$ cat src/rtl/uart_tx_scheduler.sv
// uart_tx_scheduler: round-robin arbiter handing one requester at a time
// to a shared UART transmitter and reporting a done/err pulse per transfer.
module uart_tx_scheduler #(
    parameter int          NUM_REQ = 4,
    parameter logic [19:0] TIMEOUT = 20'hFFFFF
) (
    input  logic                       clk,
    input  logic                       rst,
    input  logic [NUM_REQ-1:0]         req,
    input  logic [8*NUM_REQ-1:0]       req_data,
    input  logic [16:0]                cfg_baud,
    input  logic [3:0]                 cfg_length,
    input  logic                       cfg_parity_type,
    input  logic                       cfg_parity_en,
    input  logic                       cfg_stop2,
    output logic [NUM_REQ-1:0]         gnt,
    output logic [NUM_REQ-1:0]         done,
    output logic [NUM_REQ-1:0]         err,
    output logic                       busy,
    output logic [$clog2(NUM_REQ)-1:0] owner,
    output logic                       tx_start,
    output logic [7:0]                 tx_data,
    output logic [16:0]                baud,
    output logic [3:0]                 length,
    output logic                       parity_type,
    output logic                       parity_en,
    output logic                       stop2,
    input  logic                       tx_done,
    input  logic                       tx_err
);
    localparam int IW = $clog2(NUM_REQ);

    typedef enum logic [1:0] {
        IDLE,
        START,
        WAIT,
        DONE
    } state_t;

    state_t        r_state;
    state_t        w_next;
    logic [IW-1:0] r_owner;
    logic [IW-1:0] r_last;
    logic [IW-1:0] w_pick;
    logic [IW-1:0] w_idx;
    logic [7:0]    r_data;
    logic [7:0]    w_byte;
    logic [16:0]   r_baud;
    logic [3:0]    r_len;
    logic          r_ptype;
    logic          r_pen;
    logic          r_stop2;
    logic [19:0]   r_timer;
    logic [19:0]   w_tmr_nxt;
    logic          r_fail;
    logic          w_found;
    logic          w_tmo;

    // Round-robin search starting just after the last winner.
    always_comb begin
        w_found = 1'b0;
        w_pick  = '0;
        w_idx   = '0;
        w_byte  = '0;
        for (int k = 0; k < NUM_REQ; k++) begin
            w_idx = IW'((int'(r_last) + 1 + k) % NUM_REQ);
            if (!w_found && req[w_idx]) begin
                w_found = 1'b1;
                w_pick  = w_idx;
            end
        end
        for (int k = 0; k < NUM_REQ; k++) begin
            if (IW'(k) == w_pick) begin
                w_byte = req_data[8*k +: 8];
            end
        end
    end

    // Abandon on the edge where the timer would step onto TIMEOUT-1.
    assign w_tmr_nxt = r_timer + 20'd1;
    assign w_tmo     = (w_tmr_nxt == TIMEOUT - 20'd1);

    always_ff @(posedge clk or negedge rst) begin
        if (!rst) begin
            r_state <= IDLE;
        end else begin
            r_state <= w_next;
        end
    end

    always_comb begin
        w_next   = r_state;
        tx_start = 1'b0;
        gnt      = '0;
        done     = '0;
        err      = '0;
        unique case (r_state)
            IDLE: begin
                if (w_found) begin
                    w_next = START;
                end
            end
            START: begin
                tx_start     = 1'b1;
                gnt[r_owner] = 1'b1;
                w_next       = WAIT;
            end
            WAIT: begin
                if (tx_done || w_tmo) begin
                    w_next = DONE;
                end
            end
            DONE: begin
                if (r_fail) begin
                    err[r_owner] = 1'b1;
                end else begin
                    done[r_owner] = 1'b1;
                end
                w_next = IDLE;
            end
        endcase
    end

    always_ff @(posedge clk or negedge rst) begin
        if (!rst) begin
            r_owner <= '0;
            r_last  <= IW'(NUM_REQ - 1);
            r_data  <= '0;
            r_baud  <= '0;
            r_len   <= '0;
            r_ptype <= 1'b0;
            r_pen   <= 1'b0;
            r_stop2 <= 1'b0;
            r_timer <= '0;
            r_fail  <= 1'b0;
        end else begin
            if (r_state == IDLE && w_found) begin
                r_owner <= w_pick;
                r_data  <= w_byte;
                r_baud  <= cfg_baud;
                r_len   <= cfg_length;
                r_ptype <= cfg_parity_type;
                r_pen   <= cfg_parity_en;
                r_stop2 <= cfg_stop2;
            end
            if (r_state == START) begin
                r_timer <= '0;
                r_fail  <= 1'b0;
            end else if (r_state == WAIT) begin
                r_timer <= w_tmr_nxt;
                if (tx_err || (w_tmo && !tx_done)) begin
                    r_fail <= 1'b1;
                end
            end
            if (r_state == DONE) begin
                r_last <= r_owner;
            end
        end
    end

    assign busy        = (r_state != IDLE);
    assign owner       = r_owner;
    assign tx_data     = r_data;
    assign baud        = r_baud;
    assign length      = r_len;
    assign parity_type = r_ptype;
    assign parity_en   = r_pen;
    assign stop2       = r_stop2;
endmodule

$ cat config.mk
export PLATFORM = sky130hd
export DESIGN_NAME = uart_tx_scheduler
export DESIGN_NICKNAME = d
export VERILOG_FILES = /design/src/rtl/uart_tx_scheduler.sv
export SDC_FILE = /design/constraint.sdc
export NUM_CORES = 1
export LEC_CHECK = 0
export BUFFER_PORTS_ARGS = -buffer_cell sky130_fd_sc_hd__buf_2
export CAP_MARGIN = 20
export CORE_ASPECT_RATIO = 2
export CORE_MARGIN = 2
export CORE_UTILIZATION = 55
export CTS_CLUSTER_SIZE = 30
export DETAILED_ROUTE_END_ITERATION = 7
export GPL_TIMING_DRIVEN = 0
export PLACE_DENSITY = 0.85
export RECOVER_POWER = 25
export SLEW_MARGIN = 15
export SYNTH_ARGS = -nofsm -noshare
export SYNTH_HDL_FRONTEND = slang
export SYNTH_SLANG_ARGS = --single-unit
$ cat constraint.sdc
create_clock -name clk -period 4.2 [get_ports clk]
set_clock_uncertainty 0.15 [all_clocks]
set_input_delay 0.21 -clock clk [delete_from_list [all_inputs] [get_ports clk]]
set_output_delay 0.21 -clock clk [all_outputs]
set_load 0.005 [all_outputs]
# ---- Word level (Yosys, flattened, before mapping)
# Index checks and enable logic that the tools add are counted.
dict set report totals {
  regBits 59
  in_bits 64
  out_inout_bits 48
  wordCells 86
}
dict set report classes {
  add_sub_neg 5
  magnitude_cmp 6
  n_eq_ne 9
  muxes 36
  n_reduce_logical 19
}
# cell count
set ops {}
lappend ops {{2-to-1 mux 20 bit} 2}
lappend ops {{2-to-1 mux 8 bit} 4}
lappend ops {{adder 20 x 1 -> 20 bit, second input constant} 1}
lappend ops {{equality test 20 bit, second input constant} 1}
lappend ops {{2-to-1 mux 4 bit} 5}
lappend ops {{< comparator 2 x 3 -> 1 bit, second input constant} 5}
lappend ops {{2-to-1 mux 1 bit} 13}
lappend ops {{2-to-1 mux 2 bit} 6}
lappend ops {{binary-select mux 1 bit (select 2 bit)} 4}
lappend ops {{case mux 2 bit (4 select lines)} 1}
lappend ops {{adder 2 bit, second input constant} 3}
lappend ops {{logical AND 1 bit} 6}
lappend ops {{nonzero test 2 bit} 3}
lappend ops {{equality test 2 bit, first input constant} 2}
lappend ops {{equality test 2 bit, second input constant} 2}
lappend ops {{logical NOT 1 bit} 4}
lappend ops {{logical NOT 2 bit} 2}
lappend ops {{inequality test 2 bit, second input constant} 2}
lappend ops {{AND reduction 2 bit} 2}
lappend ops {{adder 2 x 1 -> 2 bit, second input constant} 1}
lappend ops {{demux 1 bit (select 2 bit)} 1}
lappend ops {{equality test 1 x 2 -> 1 bit, first input constant} 1}
lappend ops {{equality test 2 x 1 -> 1 bit, second input constant} 1}
lappend ops {{greater-or-equal comparator 2 x 1 -> 1 bit, second input constant} 1}
lappend ops {{logical OR 1 bit} 2}

# ---- Logic depth before layout (Yosys ltp)
# Gate-level depths: netlist of the first run.
dict set report depth {
  depth_word 18
  depth_mapped 8
}

# ---- Worst setup path after synthesis of the first run
# OpenSTA, ideal clock, no wires.
dict set report synth_path {
  path_type {register -> register}
  start {register r_timer[0]}
  end {register r_state[1]}
  setup_ns 0.126
  arrival_time_ns 1.733
  t_required_ns 3.924
  path_slack_ns 2.191
  stages_incl_launch_ff 9
  path_buffers 1
  cell_sequence {dfrtp_1 ha_1 buf_2 nand4_2 nor3_4 xnor2_1 nor4_4 a311o_1 nand3_1}
}
dict set report synth_via {
  elab_chain_cells 5
}
# element line_no
set synth_lines {}
lappend synth_lines {{start, declared} 53} ;# logic [19:0] r_timer;
lappend synth_lines {{start signal, assigned} 150} ;# r_timer <= w_tmr_nxt;
lappend synth_lines {{adder 20 x 1 -> 20 bit} 80} ;# assign w_tmr_nxt = r_timer + 20'd1;
lappend synth_lines {{equality test 20 bit} 81} ;# assign w_tmo = (w_tmr_nxt == TIMEOUT - 20'd1);
lappend synth_lines {{logical OR 1 bit} 109} ;# if (tx_done || w_tmo) begin
lappend synth_lines {{inequality test 2 bit (no line)} --}
lappend synth_lines {{AND reduction 2 bit (no line)} --}
lappend synth_lines {{end signal, assigned} 87} ;# r_state <= w_next;
lappend synth_lines {{end, declared} 40} ;# state_t r_state;
# No other way between the ends.
# A chain may end at the register's enable or synchronous reset.

# ---- Final worst setup path of the first run
dict set report layout_path {
  start {register r_state[1]}
  end {output port gnt[0]}
}
dict set report layout_via {
  elab_chain_cells 2
}
# element line_no
set layout_lines {}
lappend layout_lines {{equality test 2 x 1 -> 1 bit} 97} ;# unique case (r_state)
lappend layout_lines {{2-to-1 mux 4 bit} 97}
lappend layout_lines {{end, declared} 16} ;# output logic [NUM_REQ-1:0] gnt,
# No other way between the ends.

==> impl_metrics.yaml, run 1 <==
layout:
  fin_area_sq_um: 4690
  multi_input_area_sq_um: 1880
  nets: 557
  syn_to_final_growth_pct: 33.7
  n_antenna_cell: 0
  final_cell_count_no_fill: 577
  fill_cells: 446
  finalCoreUtilization: 0.749
  drive_above_1_share: 0.338
  seqCellArea_sq_um: 1480
yosys:
  synthArstFlopShare: 1.00
  yosysTopAreaCellShare: 0.407
  syn-num-nets: 409
  yosysSeqAreaShare: 0.422
  yosys.cell_types.count: 55
  synth.most_common_cell: "dfrtp_1"
  netlist_area_sq_um: 3510
  synth.area.top_cells: "dfrtp_1 41%, mux2_2 9.0%, mux2i_1 7.1%"
  synth_seq_cells: 59
  synth_edf_count: 0
  synth.avg_cell_area_sq_um: 10.3
  yosysWarnings: 0
  synth_ff_type: "dfrtp_1"
  synth_top_area_cell: "dfrtp_1"
  syn-instance-count: 339
  ys_top_cells_by_count: "57 x dfrtp_1, 32 x nor2_1, 29 x nand2_1"
sta:
  maxSlewViolCount: 0
  hold_viol: 0
  worstMarginPinSlew_ps: 750
  hold_ws_ps: 84.1
  setup_ws_ps: 1630
  max_freq_mhz: 389
  rsz0062_at_grt: "no"
  period_needed_ps: 2570
  post-route-period-util: 0.613
  final.setup.tns_ps: 0
  max_slew_margin: 0.500
  setup_viol: 0
global_routing:
  antenna_found_initial: 0
  grt_first_pass_wirelength_um: 16300
  grt_max_degree: 60
  grt_pass1_vias: 3419
  grt-ovfl-total: 0
  track_usage: 0.316
placement:
  dpl.cell_count: 536
  placed_area_sq_um: 4170
  io_buffers: 111
  dpl.hpwl_um: 6930
  finalWeightedCongestion: 0.947
  place_ws_ps: 1890
worst_setup_path:
  crit_chain: "inv_1, ha_1, buf_1, inv_1, nor3_1, buf_2"
  critPathLaunchType: "flop"
  cpMostUsedCell: "inv_1"
  slowest_delay_ps: 500
  crit_fanout: 10
  crit_path_end_kind: "primary output"
  path_delay_family: "buffers and inverters"
  worst_ep_arrival_time_ps: 2210
  crit_required_ps: 3840
  worst-setup-path-type: "flop to primary output"
  critPathSlowestCell: "buf_1"
  critPathBufInv: 4
die:
  core.rowCount: 41
  die_area_sq_um: 7070
  coreArea_sq_um: 6260
  pin_count: 112
  die-height_um: 117
  start_util: 0.560
  die_x_um: 60.5
run_status:
  status: "complete, no violations"
detailed_routing:
  viasPerCell: 5.78
  drc: 0
  ant_nets: 0
  num_vias: 3337
  drt_pass1_iterations: 4
  wl_per_cell_um: 18.3
  dr.first_iter.drc_count: 130
  drt-total-wl_um: 10600
clocking:
  cts_setup_buffers: 0
  cts_tree: "yes"
  h-tree-depth: 3
  clkTransAtPathRegs_ps: 50
  clock-sinks: 59
  clk_path_buf_depth: 2
  clk_latency_ps: 320
  cts_inserted_buffers: 9
  root_buffer: "clkbuf_16"
pwr:
  p_leak_nw: 2.12
  peakVddDrop_mv: 0.467
  total_power_mw: 3.36
  p_per_area_nw_per_um2: 716
job:
  maxCapViolCount: 0
min_path:
  hold_path_class: "input pin to flop"
[timing repair]
action,4_1_cts,5_1_grt
hold buffers,26,0
resized for setup,0,0
endpoints found under the hold margin,82,0
[state kept, by name (all words and copies together), names as in the netlist]
register	cells
parity_en	1
stop2	1
r_timer	20
r_fail	1
baud	17
parity_type	1
tx_data	8
length	4
r_last	2
owner	2
r_state	2
[cells by family (layout without fill, tap and decap cells)]
logic type               count (synthesis)  in the layout  synth area share
AO/OA/AOI/OAI                           66             66             0.139
XOR/XNOR                                 2              2           0.00500
adder cells (fa/ha/maj)                  6              6            0.0214
buffers and inverters                   29            181            0.0425
flip-flops                              59             59             0.422
multiplexers                            61             61             0.196
AND/OR/NAND/NOR                        116            116             0.175
[area by class of cell]
cell class | count | share of cell area
tap | 86 | 0.0229
buffer | 18 | 0.0229
timing repair buffer | 137 | 0.167
inverter | 11 | 0.00880
sequential | 59 | 0.315
multi-input combinational | 251 | 0.401
clock inverter | 5 | 0.0115
clock buffer | 10 | 0.0510
[per-layer routing]
metal  global-route usage  share of wire  vias to the layer above
met1                0.334           0.33                     1605
met2                0.567           0.56                      165
met3               0.0615          0.065                       39
met5                    0              0                        -
li1                     -              -                     1528
met4                0.175          0.040                        0
[worst reg2reg max path: cells and delay by family, from the launching register on]
| family | cells | cell delay (ps) |
|---|---|---|
| flip-flops | 1 | 450 |
| adder cells (fa/ha/maj) | 1 | 190 |
| AO/OA/AOI/OAI | 3 | 1010 |
| buffers and inverters | 1 | 220 |
| AND/OR/NAND/NOR | 2 | 320 |
[worst paths after layout]
kind | cells after the start | endpoint | startpoint | slack (ps)
max in group asynchronous | 2 | r_timer[14]$_DFFE_PN0P_ | rst | 3030
hold reg to reg | 2 | tx_data[0]$_DFFE_PN0P_ | tx_data[0]$_DFFE_PN0P_ | 340
setup reg to reg | 7 | r_fail$_DFFE_PN0P_ | r_timer[0]$_DFFE_PN0P_ | 1790
hold / removal | 3 | r_fail$_DFFE_PN0P_ | tx_done | 80
setup / recovery | 6 | gnt[0] | r_state[1]$_DFFE_PN0P_ | 1630
min in group asynchronous | 2 | r_state[0]$_DFFE_PN0P_ | rst | 370
[power breakdown]
part,internal (mW),leakage [nW],switching [mW],total (mW)
Clock,0.470,0.148,0.268,0.738
Sequential,0.813,0.722,0.202,1.02
Combinational,0.703,1.25,0.902,1.60
[cells in the final DEF, fill, tap and decap left out, types with 6 or more instances in the layout]
master         Yosys  final
buf_2              7     88
dfrtp_1           57     57
clkbuf_1           6     33
nor2_1            32     32
nand2_1           29     29
mux2_2            28     28
dlygate4sd3_1      0     26
mux2i_1           25     25
a21oi_1           14     14
o2bb2ai_1         13     13
inv_1             11     11
nor3_1            11     11
nand2b_1          10     10
nand3_1            9      9
clkbuf_16          0      9
mux2_4             8      8
o21ai_2            8      8
o21ai_0            7      7
a31oi_1            6      6
ha_1               6      6
(Power assumes the default switching activity.)
==> run 2: changes to the inputs <==
--- a/config.mk
+++ b/config.mk
@@ -9,11 +9,11 @@
 export CAP_MARGIN = 20
 export CORE_ASPECT_RATIO = 2
 export CORE_MARGIN = 2
-export CORE_UTILIZATION = 55
+export CORE_UTILIZATION = 46
 export CTS_CLUSTER_SIZE = 30
 export DETAILED_ROUTE_END_ITERATION = 7
 export GPL_TIMING_DRIVEN = 0
-export PLACE_DENSITY = 0.85
+export PLACE_DENSITY = 0.76
 export RECOVER_POWER = 25
 export SLEW_MARGIN = 15
 export SYNTH_ARGS = -nofsm -noshare
==> constraint.sdc (replaced) <==
create_clock -name clk -period 2.1 [get_ports clk]
set_clock_uncertainty 0.15 [all_clocks]
set_input_delay 0.105 -clock clk [delete_from_list [all_inputs] [get_ports clk]]
set_output_delay 0.105 -clock clk [all_outputs]
set_load 0.005 [all_outputs]
==> run 2 against run 1 <==
The run now ends with negative setup slack left. Via count decreased by 4.1%. Clock power up 110%. Final area grew 4.1%. Core utilization is 9.7 points lower. Register-to-register slack worse by 1800 ps. Global-route usage is 10 points lower. Critical endpoint is now r_state[1]$_DFFE_PN0P_. Largest power group unchanged.
==> impl_metrics.yaml, run 2 (synthesis gave the netlist of run 1 again) <==
die:
  core.rowCount: 45
  coreArea_sq_um: 7490
  die_x_um: 65.7
  pin_count: 112
  die_area_sq_um: 8380
  die-height_um: 127
  start_util: 0.468
detailed_routing:
  drt-total-wl_um: 8840
  drc: 0
  viasPerCell: 5.43
  drt_pass1_iterations: 4
  dr.first_iter.drc_count: 160
  wl_per_cell_um: 15.0
  ant_nets: 0
  num_vias: 3201
pwr:
  power_frac_seq: 0.295
  p_int_mw: 4.22
  switching_power_mw: 2.58
  p_per_area_nw_per_um2: 1390
  power.share.combinational: 0.479
  peakVddDrop_mv: 1.02
  total_power_mw: 6.80
  clockPowerShare: 0.226
  swShare: 0.379
  p_leak_nw: 2.19
layout:
  syn_to_final_growth_pct: 39.2
  fin_area_sq_um: 4880
  nets: 561
  largest_reg_flops: 20
  n_antenna_cell: 0
  drive_above_1_share: 0.400
  fill_cells: 600
  mostFrequentLayoutCell: "buf_2"
  final_cell_mix: "99 x buf_2, 56 x dfrtp_1, 31 x nor2_1"
  multi_input_area_sq_um: 1960
  top_register: "r_timer"
  finalCoreUtilization: 0.652
  seqCellArea_sq_um: 1480
worst_setup_path:
  rr_startpoint: "r_timer[1]$_DFFE_PN0P_"
  crit_required_ps: 2150
  startpoint: "r_timer[1]$_DFFE_PN0P_"
  worst_ep_arrival_time_ps: 2170
  worst-setup-path-type: "flop to flop"
  critPathLaunchType: "flop"
  crit_fanout: 5
  crit_path_end_kind: "flop"
sta:
  maxSlewViolCount: 0
  rsz0062_at_grt: "yes"
  setup_ws_ps: -12.6
  max_slew_margin: 0.0415
  worstMarginPinSlew_ps: 1440
  post-route-period-util: 1.01
  hold_viol: 0
  max_freq_mhz: 473
  setup_viol: 1
  period_needed_ps: 2110
run_status:
  status: "complete, but fails checks"
  violations: "negative setup slack"
clocking:
  clkTransAtPathRegs_ps: 50
  clk_latency_ps: 330
  cts_tree: "yes"
  root_buffer: "clkbuf_16"
  h-tree-depth: 3
  clock-sinks: 59
  clk_path_buf_depth: 2
  cts_inserted_buffers: 9
placement:
  io_buffers: 111
  placed_area_sq_um: 4180
  dpl.hpwl_um: 6080
  finalWeightedCongestion: 0.922
job:
  maxCapViolCount: 0
global_routing:
  track_usage: 0.213
  antenna_found_initial: 0
  grt_first_pass_wirelength_um: 14000
  grt_max_degree: 60
  grt_pass1_vias: 3096
  grt-ovfl-total: 0
min_path:
  min_from: "req_data[15]"
  hold_path_class: "input pin to flop"
[run 2: changes by cell type in the layout (fill, tap and decap cells not counted), sizes merged]
cell	delta
bufinv	+1
buf	+12
clkinv	-2
dlygate4sd3	+1
clkbuf	-9
clkinvlp	+1
[run 2: worst max-delay path: stages, from the launching register on]
cell and delay [ps]:
dfrtp_1 410, ha_2 230, buf_6 130, nand4_4 120, nor3_4 270, xnor2_2 130
nor4_4 240, a311o_1 220, nand3_1 80
[run 2: path summary, 6_finish.rpt]
kind	slack [ps]	cells past startpoint	endpoint
max reg2reg	-10	8	r_state[1]$_DFFE_PN0P_
min reg2reg	330	2	tx_data[5]$_DFFE_PN0P_
max	-10	8	r_state[1]$_DFFE_PN0P_
min in group asynchronous	510	2	baud[0]$_DFFE_PN0P_
min	60	4	tx_data[7]$_DFFE_PN0P_
max in group asynchronous	340	2	r_timer[0]$_DFFE_PN0P_
[run 2: power groups by stage]
| stage | Sequential (mW) | Combinational, mW | Clock, mW |
|---|---|---|---|
| 3_5_place_dp | 1.99 | 3.09 | 0 |
| 5_1_grt | 2.06 | 3.56 | 1.61 |
| 4_1_cts | 1.98 | 3.22 | 1.56 |
| 2_1_floorplan | 1.97 | 2.10 | 0 |
| 6_report | 2.01 | 3.26 | 1.54 |
| 3_3_place_gp | 1.96 | 3.03 | 0 |
[run 2: layout make-up]
class	count	share of cell area
Tap cell	94	0.0241
Clock buffer	10	0.0489
Buffer	17	0.0251
Timing Repair Buffer	142	0.173
Sequential cell	59	0.303
Multi-Input combinational cell	251	0.401
Inverter	11	0.00846
Clock inverter	5	0.0159
[run 2: per-stage QoR]
step	setup slack, ps	std cells	TNS [ps]	hold slack [ps]
final	-12.6	589	-12.6	64.3
after global routing	-109	589	-923	75.6
after CTS	12.9	588	0	64.8
after detailed placement	-209	544	-2150	66.3
after global placement	-193	544	-1610	188
after floorplan	91.5	339	0	-341
[run 2: layer usage]
layer	global-route usage	vias to the layer above	part of all wire
li1	-	1533	-
met1	0.255	1506	0.40
met2	0.359	148	0.50
met3	0.0555	14	0.077
met4	0.0833	0	0.020
met5	0	-	0
[run 2: what timing repair did]
action	CTS	global route
endpoints found under the hold margin	82	0
resized for setup	11	17
setup endpoints to repair	26	12
setup buffers	2	1
pin swaps	3	11
hold buffers	27	0
gates cloned	0	1
